$ cat src/rtl/mult_acc_pkg.sv
// mult_acc_pkg: shared width helper, default count width and output-state encoding
package mult_acc_pkg;
  function automatic int clog2(input int v);
    int r;
    r = 0;
    while ((1 << r) < v) r++;
    return r;
  endfunction
  localparam int GROUP_DEF = 4;
  localparam int CNT_W = clog2(GROUP_DEF + 1);
  typedef enum logic {OUT_EMPTY, OUT_FULL} out_state_e;
endpackage

$ cat src/rtl/mult_acc_outreg.sv
// mult_acc_outreg: single-entry valid/ready sum holder with load, drop and sticky overrun
module mult_acc_outreg
  import mult_acc_pkg::*;
#(
  parameter int W  = 16,
  parameter int CW = 3
) (
  input  logic          i_clk,
  input  logic          i_rst_n,
  input  logic          i_load,
  input  logic [W-1:0]  i_sum,
  input  logic [CW-1:0] i_cnt,
  input  logic          i_ready,
  output logic [W-1:0]  o_sum,
  output logic [CW-1:0] o_cnt,
  output logic          o_valid,
  output logic          o_overrun
);
  out_state_e state, state_n;
  logic hs, take;
  assign o_valid = state == OUT_FULL;
  assign hs = o_valid && i_ready;
  assign take = i_load && (!o_valid || hs);
  // a close always leaves the slot full; a bare handshake empties it
  always_comb state_n = i_load ? OUT_FULL : hs ? OUT_EMPTY : state;
  // state register
  always_ff @(posedge i_clk or negedge i_rst_n)
    if (!i_rst_n) state <= OUT_EMPTY;
    else state <= state_n;
  // capture a closing sum only when the slot is free this cycle, otherwise flag the drop
  always_ff @(posedge i_clk or negedge i_rst_n)
    if (!i_rst_n) begin
      o_sum <= '0;
      o_cnt <= '0;
      o_overrun <= 1'b0;
    end else begin
      if (take) begin
        o_sum <= i_sum;
        o_cnt <= i_cnt;
      end
      if (i_load && !take) o_overrun <= 1'b1;
    end
endmodule

$ cat src/rtl/mult_acc.sv
// mult_acc: sums groups of GROUP products into a valid/ready output; MULT_ACC_SAT_EN selects saturating accumulation
module mult_acc
  import mult_acc_pkg::*;
#(
  parameter int IN_W  = 12,
  parameter int GROUP = GROUP_DEF,
  parameter int ACC_W = 16,
  parameter int CW    = clog2(GROUP + 1)
) (
  input  logic             i_clk,
  input  logic             i_rst_n,
  input  logic             i_result_valid,
  input  logic [IN_W-1:0]  i_result,
  input  logic             i_flush,
  output logic [ACC_W-1:0] o_sum,
  output logic [CW-1:0]    o_sum_count,
  output logic             o_sum_valid,
  input  logic             i_sum_ready,
  output logic             o_acc_ready,
  output logic             o_overrun
);
  logic [ACC_W-1:0] acc, acc_n;
  logic [CW-1:0] cnt, cnt_n;
  logic close;
`ifdef MULT_ACC_SAT_EN
  logic [ACC_W:0] sum_x;
  assign sum_x = {1'b0, acc} + (ACC_W + 1)'(i_result);
  assign acc_n = !i_result_valid ? acc : sum_x[ACC_W] ? '1 : sum_x[ACC_W-1:0];
`else
  assign acc_n = i_result_valid ? acc + ACC_W'(i_result) : acc;
`endif
  assign cnt_n = cnt + CW'(i_result_valid);
  assign close = (cnt_n == CW'(GROUP)) || (i_flush && cnt_n != '0);
  assign o_acc_ready = !(o_sum_valid && cnt == CW'(GROUP - 1));
  // running group sum and product count, cleared whenever a group closes
  always_ff @(posedge i_clk or negedge i_rst_n)
    if (!i_rst_n) begin
      acc <= '0;
      cnt <= '0;
    end else begin
      acc <= close ? '0 : acc_n;
      cnt <= close ? '0 : cnt_n;
    end
  mult_acc_outreg #(.W(ACC_W), .CW(CW)) u_out (
    .i_clk     (i_clk),
    .i_rst_n   (i_rst_n),
    .i_load    (close),
    .i_sum     (acc_n),
    .i_cnt     (cnt_n),
    .i_ready   (i_sum_ready),
    .o_sum     (o_sum),
    .o_cnt     (o_sum_count),
    .o_valid   (o_sum_valid),
    .o_overrun (o_overrun)
  );
endmodule

$ cat config.mk
export PLATFORM = sky130hd
export DESIGN_NAME = mult_acc
export DESIGN_NICKNAME = d
export VERILOG_FILES = /design/src/rtl/mult_acc_pkg.sv /design/src/rtl/mult_acc_outreg.sv /design/src/rtl/mult_acc.sv
export SDC_FILE = /design/constraint.sdc
export NUM_CORES = 1
export LEC_CHECK = 0
export ABC_AREA = 1
export CELL_PAD_IN_SITES_DETAIL_PLACEMENT = 0
export CELL_PAD_IN_SITES_GLOBAL_PLACEMENT = 1
export CORE_ASPECT_RATIO = 0.6
export CORE_MARGIN = 2
export CORE_UTILIZATION = 39
export CTS_BUF_LIST = sky130_fd_sc_hd__clkbuf_4 sky130_fd_sc_hd__clkbuf_8 sky130_fd_sc_hd__clkbuf_16
export DETAILED_ROUTE_END_ITERATION = 8
export GPL_TIMING_DRIVEN = 0
export MAX_ROUTING_LAYER = met4
export PLACE_DENSITY_LB_ADDON = 0.08
export RECOVER_POWER = 100
export SYNTH_ARGS = -nofsm -noshare
export SYNTH_HDL_FRONTEND = slang
export SYNTH_SLANG_ARGS = --single-unit
$ cat constraint.sdc
create_clock -name i_clk -period 2.35 [get_ports i_clk]
set_input_delay 0.3525 -clock i_clk [delete_from_list [all_inputs] [get_ports i_clk]]
set_output_delay 0.3525 -clock i_clk [all_outputs]
set_load 0.02 [all_outputs]
==> results.md, run 1 <==
- Pwr per Cell Area: 1170 nW/um^2
- Clk slew on worst S/H paths: 0.08 ns
- Fin crit share: 0.906
- Worst-path maximum fanout: 10
- Count of endpoints failing setup in the final report: 0
- Max Transition Viols Final: 0
- Actual slew at the worst max-slew pin: 0.759 ns
- Max-cap viol count: 0
- Utilization after layout: 0.504
- Ant diodes: 0
- Worst VDD drop: 0.000536 V
- I/O Pins: 39
- Sequential fraction of the synthesis area: 0.394
- Post-Route WL: 6140 um
- Clock root buffer: clkbuf_8
- FF-to-FF Start: cnt[0]
- Initial antenna violation count: 0
- Syn_nets: 366
- Synth area leader: dfrtp_1
- Cell with the most instances after synthesis: nand2_1
- Origin of the worst setup path: i_result_valid
- Status: complete, no violations
- Post-synthesis async set-or-reset flop share: 1.00
- Setup ws final: 0.222 ns
- Post-synth EDFFs: 0
- Crit-path cells: clkdlybuf4s50_1 > ha_1 > ha_1 > xnor2_1 > nand2_1 > o21ai_0 > inv_2 > clkbuf_2 > buf_6 > nor2_1
- Worst Min Path Start: u_out.o_sum[13]
- Routability cong.: 0.801
- DP Wirelength: 4930 um
- Top delay family on crit path: buffers and inverters
- # fillers: 600
- CTS tree: done
- Core area: 6190 um^2
- Initial DRC count: 136
- H-tree depth: 2
- CTS Buffer Depth: 2
- Final Power: 3.66 mW
- Initial Util: 0.411
- Vias in the first global route: 2046
- Hold Crit Endpoint: u_out.o_sum[13]
- FF-to-FF path depth: 9
- Synth cell count leaders: nand2_1 (107), dfrtp_1 (40), inv_1 (39)
- Arrival @ worst endpoint: 2.36 ns
- # rows: 22
- Vias: 2178
- Number of buffers created by CTS: 5
- Layout cell share with drive strength beyond 1: 0.128
- Setup CP Type: primary input to register
- CP dominant cell by count: ha_1
- Clock Latency Late Sink: 0.30 ns
- Achievable frequency: 470 MHz
- Hold Path Stages: 2
- Worst min path class: register to register
- First-pass iteration count of the detailed router: 4
- Synth top area share: 0.394
- Area added between synthesis and finish: 22.7%
- RR Endpoint: acc[9]
- CTS Sinks: 40
- PortBufs: 38
- Synth Instances: 334
- Total gr overflow: 0
- Die height: 66.5 um
- Worst path slowest cell: clkdlybuf4s50_1
- Startpoint Class: primary input
- Crit. End Element: register
- YS warnings: 0
- Wire length per cell: 13.2 um
- CP max stage delay: 0.45 ns
- Prevailing post-synth register cell: dfrtp_1
- Flip-flop and latch count after synthesis: 40
- DP Worst Slack: -0.0525 ns
- First-pass GRT wire length: 10100 um
- Headroom to the max-slew limit: 0.494
- Die ar.: 7200 um^2
- Gr usage total: 0.192
- Mean Syn Cell Area: 7.61 um^2
- DRC violations left: 0
- RSZ-0062 raised after global routing: false
- Cell Area, Synth: 2540 um^2
- Vias/cell: 4.67
- Fin crit period: 2.13 ns
- Leakage: 1.63 nW
- Synth cell types: 31
- Skew final: 0.00731 ns
- Final hold vios: 0
- Final net count: 413
- Flop2flop setup slack: 0.36 ns
- Largest net degree at the start of global routing: 32
- CP required: 2.58 ns
- Die X: 108 um
- Synth top area cells: dfrtp_1 (39%), nand2_1 (16%), ha_1 (6.9%)
- CP bufs+invs: 4
- ANT nets after route: 0
==> worst max path at each step <==
stage / endpoint / slack, ns / depth (start not counted)
2_1_floorplan: u_out.o_sum[12] / 0.65 / 10
3_3_place_gp: u_out.o_cnt[0] / -0.10 / 1
3_5_place_dp: u_out.o_sum[12] / -0.05 / 11
4_1_cts: u_out.o_sum[12] / 0.26 / 11
5_1_grt: u_out.o_cnt[1] / 0.05 / 10
6_report: acc[9] / 0.22 / 10
==> cell families (layout without fill, tap and decap cells) <==
kind of cell / count (synthesis) / after routing / synth area share
compound gates: 31 / 31 / 0.0679
xor+xnor: 4 / 4 / 0.0138
fa+ha+maj: 15 / 15 / 0.0768
buf+inv: 48 / 96 / 0.0832
flops: 40 / 40 / 0.394
mux: 3 / 3 / 0.0118
simple gates: 193 / 193 / 0.353
==> registers in the layout (all words and copies together) (netlist names) <==
register and cells:
cnt 3, u_out.o_valid 1, u_out.o_overrun 1, acc 16
u_out.o_sum 16, u_out.o_cnt 3
==> where the power goes <==
group	internal, mW	leakage (nW)	total, mW	switching, mW
sequential	0.938	0.514	1.08	0.145
combinational	0.752	1.07	2.01	1.26
clock	0.314	0.0541	0.563	0.249
==> cells in the final DEF, fill, tap and decap left out, types with 4 or more instances in the layout <==
| cell type | n |
|---|---|
| or2_2 | 6 |
| nand2_1 | 107 |
| o21ai_0 | 13 |
| nor2_1 | 24 |
| nand2_2 | 14 |
| o21ai_1 | 4 |
| clkbuf_2 | 4 |
| ha_1 | 14 |
| inv_1 | 39 |
| nor2_2 | 5 |
| a21oi_1 | 9 |
| dlygate4sd3_1 | 23 |
| dfrtp_1 | 40 |
| clkbuf_8 | 5 |
| nand4_1 | 5 |
| clkdlybuf4s50_1 | 15 |
| nand3_1 | 20 |
==> metrics by stage <==
step	std cells	hold slack, ns	instance area [um^2]	TNS, ns
after floorplan	334	0.0569	2540	0
after global placement	456	0.464	3030	-4.13
after detailed placement	457	0.236	3040	-0.0808
final	466	0.479	3120	0
after CTS	466	0.452	3160	0
after global routing	466	0.511	3120	0
==> final cells by class <==
| class | instances | area, um^2 | share of cell area |
|---|---|---|---|
| tap | 84 | 105 | 0.0337 |
| clock inverter | 3 | 42.5 | 0.0136 |
| buffer | 8 | 50.0 | 0.0160 |
| inverter | 40 | 150 | 0.0481 |
| multi-input combinational | 246 | 1310 | 0.421 |
| timing repair buffer | 40 | 389 | 0.125 |
| clock buffer | 5 | 68.8 | 0.0221 |
| sequential | 40 | 1000 | 0.321 |
==> repair_timing <==
action                                 CTS  global route
gates resized for setup                  0             0
hold buffers                             1             0
setup buffers                            0             0
endpoints found under the hold margin    9             0
==> worst reg2reg max path, stage by stage (launching register included) <==
cell and delay [ns]:
dfrtp_1 0.40, ha_1 0.18, ha_1 0.18, xnor2_1 0.29, nand2_1 0.08, o21ai_0 0.17
inv_2 0.08, clkbuf_2 0.22, buf_6 0.21, nor2_1 0.10
==> layer usage <==
metal  up-vias  part of all wire  global-route usage
li1       1141                 -                   -
met1       984              0.55               0.293
met2        45              0.38               0.263
met3         8             0.058              0.0382
met4         0            0.0081              0.0337
met5         -                 0                   -
Power figures use the tool's default switching activity.
==> inputs of run 2 (changes only) <==
--- a/config.mk
+++ b/config.mk
@@ -10,7 +10,7 @@
 export CELL_PAD_IN_SITES_GLOBAL_PLACEMENT = 1
 export CORE_ASPECT_RATIO = 0.6
 export CORE_MARGIN = 2
-export CORE_UTILIZATION = 39
+export CORE_UTILIZATION = 42
 export CTS_BUF_LIST = sky130_fd_sc_hd__clkbuf_4 sky130_fd_sc_hd__clkbuf_8 sky130_fd_sc_hd__clkbuf_16
 export DETAILED_ROUTE_END_ITERATION = 8
 export GPL_TIMING_DRIVEN = 0
==> constraint.sdc (replaced) <==
create_clock -name i_clk -period 2.5 [get_ports i_clk]
set_input_delay 0.375 -clock i_clk [delete_from_list [all_inputs] [get_ports i_clk]]
set_output_delay 0.375 -clock i_clk [all_outputs]
set_load 0.02 [all_outputs]
==> run 2 against run 1 <==
The run now ends with max-capacitance violations, max-slew violations left; power shrank 6.0%; wire length decreased by 0.70%; global-route usage up 1.3 points; first-iteration DRC count decreased by 40%; flip-flop and latch count is the same; sequential share of layout area up 0.26 points; design area is 0.80% lower; sequential power is 6% lower; critical path type unchanged.
==> results.md, run 2 (same netlist as run 1, synthesis figures left out) <==
- ANT nets after route: 0
- CTS tree: done
- Clock root buffer: clkbuf_8
- Initial antenna violation count: 0
- Number of post-CTS setup repair buffers: 0
- RR Endpoint: u_out.o_sum[12]
- Fin crit share: 0.854
- Status: finished, violations left
- Clk pwr share: 0.157
- Pwr per Cell Area: 1110 nW/um^2
- Final net count: 411
- Achievable frequency: 469 MHz
- Hold Crit Endpoint: u_out.o_sum[14]
- Max Transition Viols Final: 41
- PortBufs: 38
- First-pass iteration count of the detailed router: 4
- Vias: 2164
- Sequential Power Share: 0.298
- Headroom to the max-slew limit: -0.389
- Flop2flop setup slack: 0.49 ns
- Ant diodes: 0
- Post-Route WL: 6100 um
- Switching part of the total: 0.450
- Max-cap viol count: 1
- I/O Pins: 39
- Leakage: 1.63 nW
- Crit. End Element: register
- Fin crit period: 2.13 ns
- Most common library cell in the layout ignoring fill and taps: nand2_1
- Gr usage total: 0.205
- Setup ws final: 0.366 ns
- Die height: 64.3 um
- CTS Sinks: 40
- Largest net degree at the start of global routing: 41
- Clk slew on worst S/H paths: 0.09 ns
- Worst-path maximum fanout: 10
- Setup CP Type: primary input to register
- P_sw: 1.55 mW
- Layout cell share with drive strength beyond 1: 0.121
- Count of endpoints failing setup in the final report: 0
- Number of buffers created by CTS: 5
- Die X: 104 um
- Hold-fix buffers, CTS: 0
- Wire length per cell: 13.3 um
- DP Worst Slack: 0.0821 ns
- Actual slew at the worst max-slew pin: 2.08 ns
- # fillers: 563
- CP required: 2.73 ns
- Routability cong.: 0.840
- Skew final: 0.00891 ns
- Worst VDD drop: 0.000536 V
- CTS Buffer Depth: 2
- Worst min path class: register to register
- Clock Latency Late Sink: 0.30 ns
- Total gr overflow: 0
- Gate power share: 0.545
- Failing checks: max-capacitance violations, max-slew violations
- DP Wirelength: 4870 um
- Die ar.: 6710 um^2
- Worst Min Path Start: u_out.o_sum[14]
- Worst hold slack: 0.474 ns
- Internal: 1.89 mW
- Initial DRC count: 82
- Core area: 5700 um^2
- Top Registers: acc x16, u_out.o_sum x16
- Vias in the first global route: 2080
- First-pass GRT wire length: 10300 um
- Startpoint Class: primary input
- PostCTS Resize Cnt: 0
- RSZ-0062 raised after global routing: false
- Final hold vios: 0
- Initial Util: 0.446
- FF-to-FF Start: acc[0]
- # rows: 21
- Arrival @ worst endpoint: 2.37 ns
- Setup TNS Final: 0 ns
- FF-to-FF path depth: 10
- H-tree depth: 2
- DRC violations left: 0
- Hold Path Stages: 2
- Area added between synthesis and finish: 21.8%
- Most frequent cells in the layout: nand2_1 (107), dfrtp_1 (40), inv_1 (39)
- Vias/cell: 4.70
-- run 2: worst max path at each step --
stage | startpoint | slack, ns | end | depth (start not counted)
floorplan | i_result[0] | 0.77 | u_out.o_sum[12] | 10
global placement | i_result[0] | 0.06 | u_out.o_sum[12] | 11
detailed placement | i_result[0] | 0.08 | u_out.o_sum[12] | 11
CTS | i_result[0] | 0.39 | u_out.o_sum[12] | 11
global route | i_rst_n | 0.14 | acc[4] | 1
finish | i_result_valid | 0.37 | cnt[1] | 9
-- run 2: layout make-up --
type                       instances  area [um^2]  share of cell area
tap                               80          100              0.0323
multi-input combinational        246         1310               0.423
sequential                        40         1000               0.323
inverter                          40          150              0.0485
clock buffer                       6         76.3              0.0247
clock inverter                     2         35.0              0.0113
timing repair buffer              38          374               0.121
buffer                             8         50.0              0.0162
-- run 2: layer usage --
layer / vias up / GRT usage / part of all wire
met2: 36 / 0.288 / 0.40
met3: 5 / 0.0418 / 0.049
met1: 982 / 0.304 / 0.55
met4: 0 / 0.0456 / 0.0059
met5: - / - / 0
li1: 1141 / - / -
-- run 2: through the flow --
stage | utilization | total power, mW | instance area [um^2] | instances
floorplan | - | 2.39 | 2540 | 334
global placement | 0.530 | 3.02 | 3020 | 452
detailed placement | 0.529 | 3.04 | 3020 | 452
CTS | 0.549 | 3.59 | 3130 | 460
global route | 0.543 | 3.76 | 3100 | 460
finish | 0.543 | 3.44 | 3100 | 460
-- run 2: power groups by stage --
stage / clock, mW / sequential (mW) / combinational [mW]
floorplan: 0 / 1.16 / 1.24
global placement: 0 / 1.04 / 1.98
detailed placement: 0 / 1.04 / 2.00
CTS: 0.551 / 1.03 / 2.01
global route: 0.578 / 1.06 / 2.13
finish: 0.541 / 1.02 / 1.88
-- run 2: worst max-delay path, stage by stage --
cell             delay (ns)
clkdlybuf4s50_1        0.45
ha_1                   0.22
ha_1                   0.29
nor2_1                 0.05
o21ai_0                0.36
inv_2                  0.07
clkbuf_2               0.23
buf_6                  0.20
nor2_1                 0.10
==> inputs of run 3 (changes only) <==
--- a/config.mk
+++ b/config.mk
@@ -12,11 +12,13 @@
 export CORE_MARGIN = 2
 export CORE_UTILIZATION = 42
 export CTS_BUF_LIST = sky130_fd_sc_hd__clkbuf_4 sky130_fd_sc_hd__clkbuf_8 sky130_fd_sc_hd__clkbuf_16
+export CTS_CLUSTER_DIAMETER = 200
 export DETAILED_ROUTE_END_ITERATION = 8
 export GPL_TIMING_DRIVEN = 0
 export MAX_ROUTING_LAYER = met4
 export PLACE_DENSITY_LB_ADDON = 0.08
 export RECOVER_POWER = 100
+export REMOVE_ABC_BUFFERS = 1
 export SYNTH_ARGS = -nofsm -noshare
 export SYNTH_HDL_FRONTEND = slang
 export SYNTH_SLANG_ARGS = --single-unit
==> run 3 against run 2 <==
The run now ends clean; first-iteration DRC count down 1.2%; sequential power about the same; global-route usage down 1.4 points; largest cell class unchanged.
==> results.md, run 3 (same netlist as run 1, synthesis figures left out) <==
- Post-Route WL: 5710 um
- Setup CP Type: primary input to register
- Vias: 2154
- DP Wirelength: 4320 um
- Number of post-CTS setup repair buffers: 0
- Area added between synthesis and finish: 21.0%
- Headroom to the max-slew limit: 0.459
- Gr usage total: 0.192
- Die X: 104 um
- First-pass iteration count of the detailed router: 5
- Status: complete, no violations
- Die ar.: 6710 um^2
- Worst min path class: register to register
- Layout cell share with drive strength beyond 1: 0.110
- CTS Sinks: 40
- # fillers: 590
- Largest net degree at the start of global routing: 32
- Flop2flop setup slack: 0.33 ns
- Final hold vios: 0
- Fin crit share: 0.892
- Number of buffers created by CTS: 5
- Most common library cell in the layout ignoring fill and taps: nand2_1
- Most frequent cells in the layout: nand2_1 (110), dfrtp_1 (40), inv_1 (39)
- Die height: 64.3 um
- Worst hold slack: 0.480 ns
- ANT nets after route: 0
- Initial Util: 0.446
- CTS tree: done
- Worst VDD drop: 0.000583 V
- Clock Latency Late Sink: 0.29 ns
- Worst-path maximum fanout: 31
- FF-to-FF path depth: 9
- FF-to-FF Start: cnt[0]
- Crit. End Element: register
- Critical Path End: u_out.o_sum[10]
- Initial antenna violation count: 0
- Clock root buffer: clkbuf_8
- Actual slew at the worst max-slew pin: 0.811 ns
- DP Worst Slack: -1.61 ns
- Setup ws final: 0.269 ns
- First-pass GRT wire length: 9890 um
- Final std cells w/o fill: 454
- RR Endpoint: u_out.o_sum[10]
- CTS Buffer Depth: 2
- Count of endpoints failing setup in the final report: 0
- Origin of the worst setup path: i_result_valid
- Fin crit period: 2.23 ns
- Total gr overflow: 0
- Clk slew on worst S/H paths: 0.09 ns
- H-tree depth: 2
- CP required: 2.73 ns
- Final net count: 405
- PortBufs: 38
- Routability cong.: 0.867
- I/O Pins: 39
- Max-cap viol count: 0
- Vias/cell: 4.74
- Skew final: 0.00323 ns
- Utilization after layout: 0.539
- Final Power: 3.40 mW
- Achievable frequency: 448 MHz
- Inst Count DP: 445
- # rows: 21
- DRC violations left: 0
- Max Transition Viols Final: 0
- Arrival @ worst endpoint: 2.46 ns
- Vias in the first global route: 2111
- Ant diodes: 0
- Startpoint Class: primary input
- Initial DRC count: 81
- Core area: 5700 um^2
- Leakage: 1.60 nW
- Top Registers: acc x16, u_out.o_sum x16
- RSZ-0062 raised after global routing: false
- Wire length per cell: 12.6 um
- Pwr per Cell Area: 1110 nW/um^2
-- run 3: cell types whose count changed in the layout (fill, tap and decap cells not counted), moves of 2 or more --
cell             delta
buf_4               -2
clkdlybuf4s50_1     -2
nor2_1              -4
clkbuf_2            -2
nand2_1             +3
nor2_2              +4
dlygate4sd3_1       +2
nand2_2             -4
-- run 3: worst min-delay path by stage --
stage                          startpoint               to  slack (ns)  depth (start not counted)
after floorplan                   i_rst_n           acc[0]        0.08                          0
final                     u_out.o_sum[15]  u_out.o_sum[15]        0.48                          2
after global routing       u_out.o_sum[3]   u_out.o_sum[3]        0.51                          2
after global placement    u_out.o_sum[12]  u_out.o_sum[12]        0.46                          2
after CTS                 u_out.o_sum[15]  u_out.o_sum[15]        0.49                          2
after detailed placement          i_rst_n           acc[3]        0.31                          1
-- run 3: metrics by stage --
step | setup TNS [ns] | area, um^2
6_report | 0 | 3080
5_1_grt | 0 | 3080
4_1_cts | 0 | 3100
3_5_place_dp | -38.70 | 2980
3_3_place_gp | -39.31 | 2960
2_1_floorplan | 0 | 2480
-- run 3: cell type report --
class	instances	area [um^2]	area share
multi-input cells	246	1320	0.429
flip-flops and latches	40	1000	0.325
repair buffers	40	387	0.126
inverters	40	153	0.0496
well taps	80	100	0.0325
clock buffers	5	68.8	0.0224
clock inverters	3	46.3	0.0151
-- run 3: report_power, final --
group / internal [mW] / total (mW) / switching [mW]
logic: 0.667 / 1.84 / 1.17
registers: 0.881 / 1.01 / 0.125
clock network: 0.301 / 0.552 / 0.251
-- run 3: layer usage --
metal | vias to the layer above | track usage | part of all wire
met4 | 0 | 0.0304 | 0.0035
met5 | - | - | 0
met3 | 2 | 0.0388 | 0.031
li1 | 1121 | - | -
met2 | 31 | 0.274 | 0.38
met1 | 1000 | 0.285 | 0.59
-- run 3: repair_timing --
item                                    in CTS  in global routing
endpoints found under the hold margin       13                  0
gates resized for setup                      7                  2
endpoints found under the setup margin      38                  8
hold buffers                                 1                  0
cloned                                       0                  0
-- run 3: worst max-delay path: stages --
cell and delay, ns:
clkbuf_4 0.27, ha_1 0.27, ha_1 0.29, nor2_1 0.15, o21ai_2 0.10, inv_4 0.27
nand2_8 0.21, inv_1 0.28, nand3_1 0.14, nand2_1 0.08
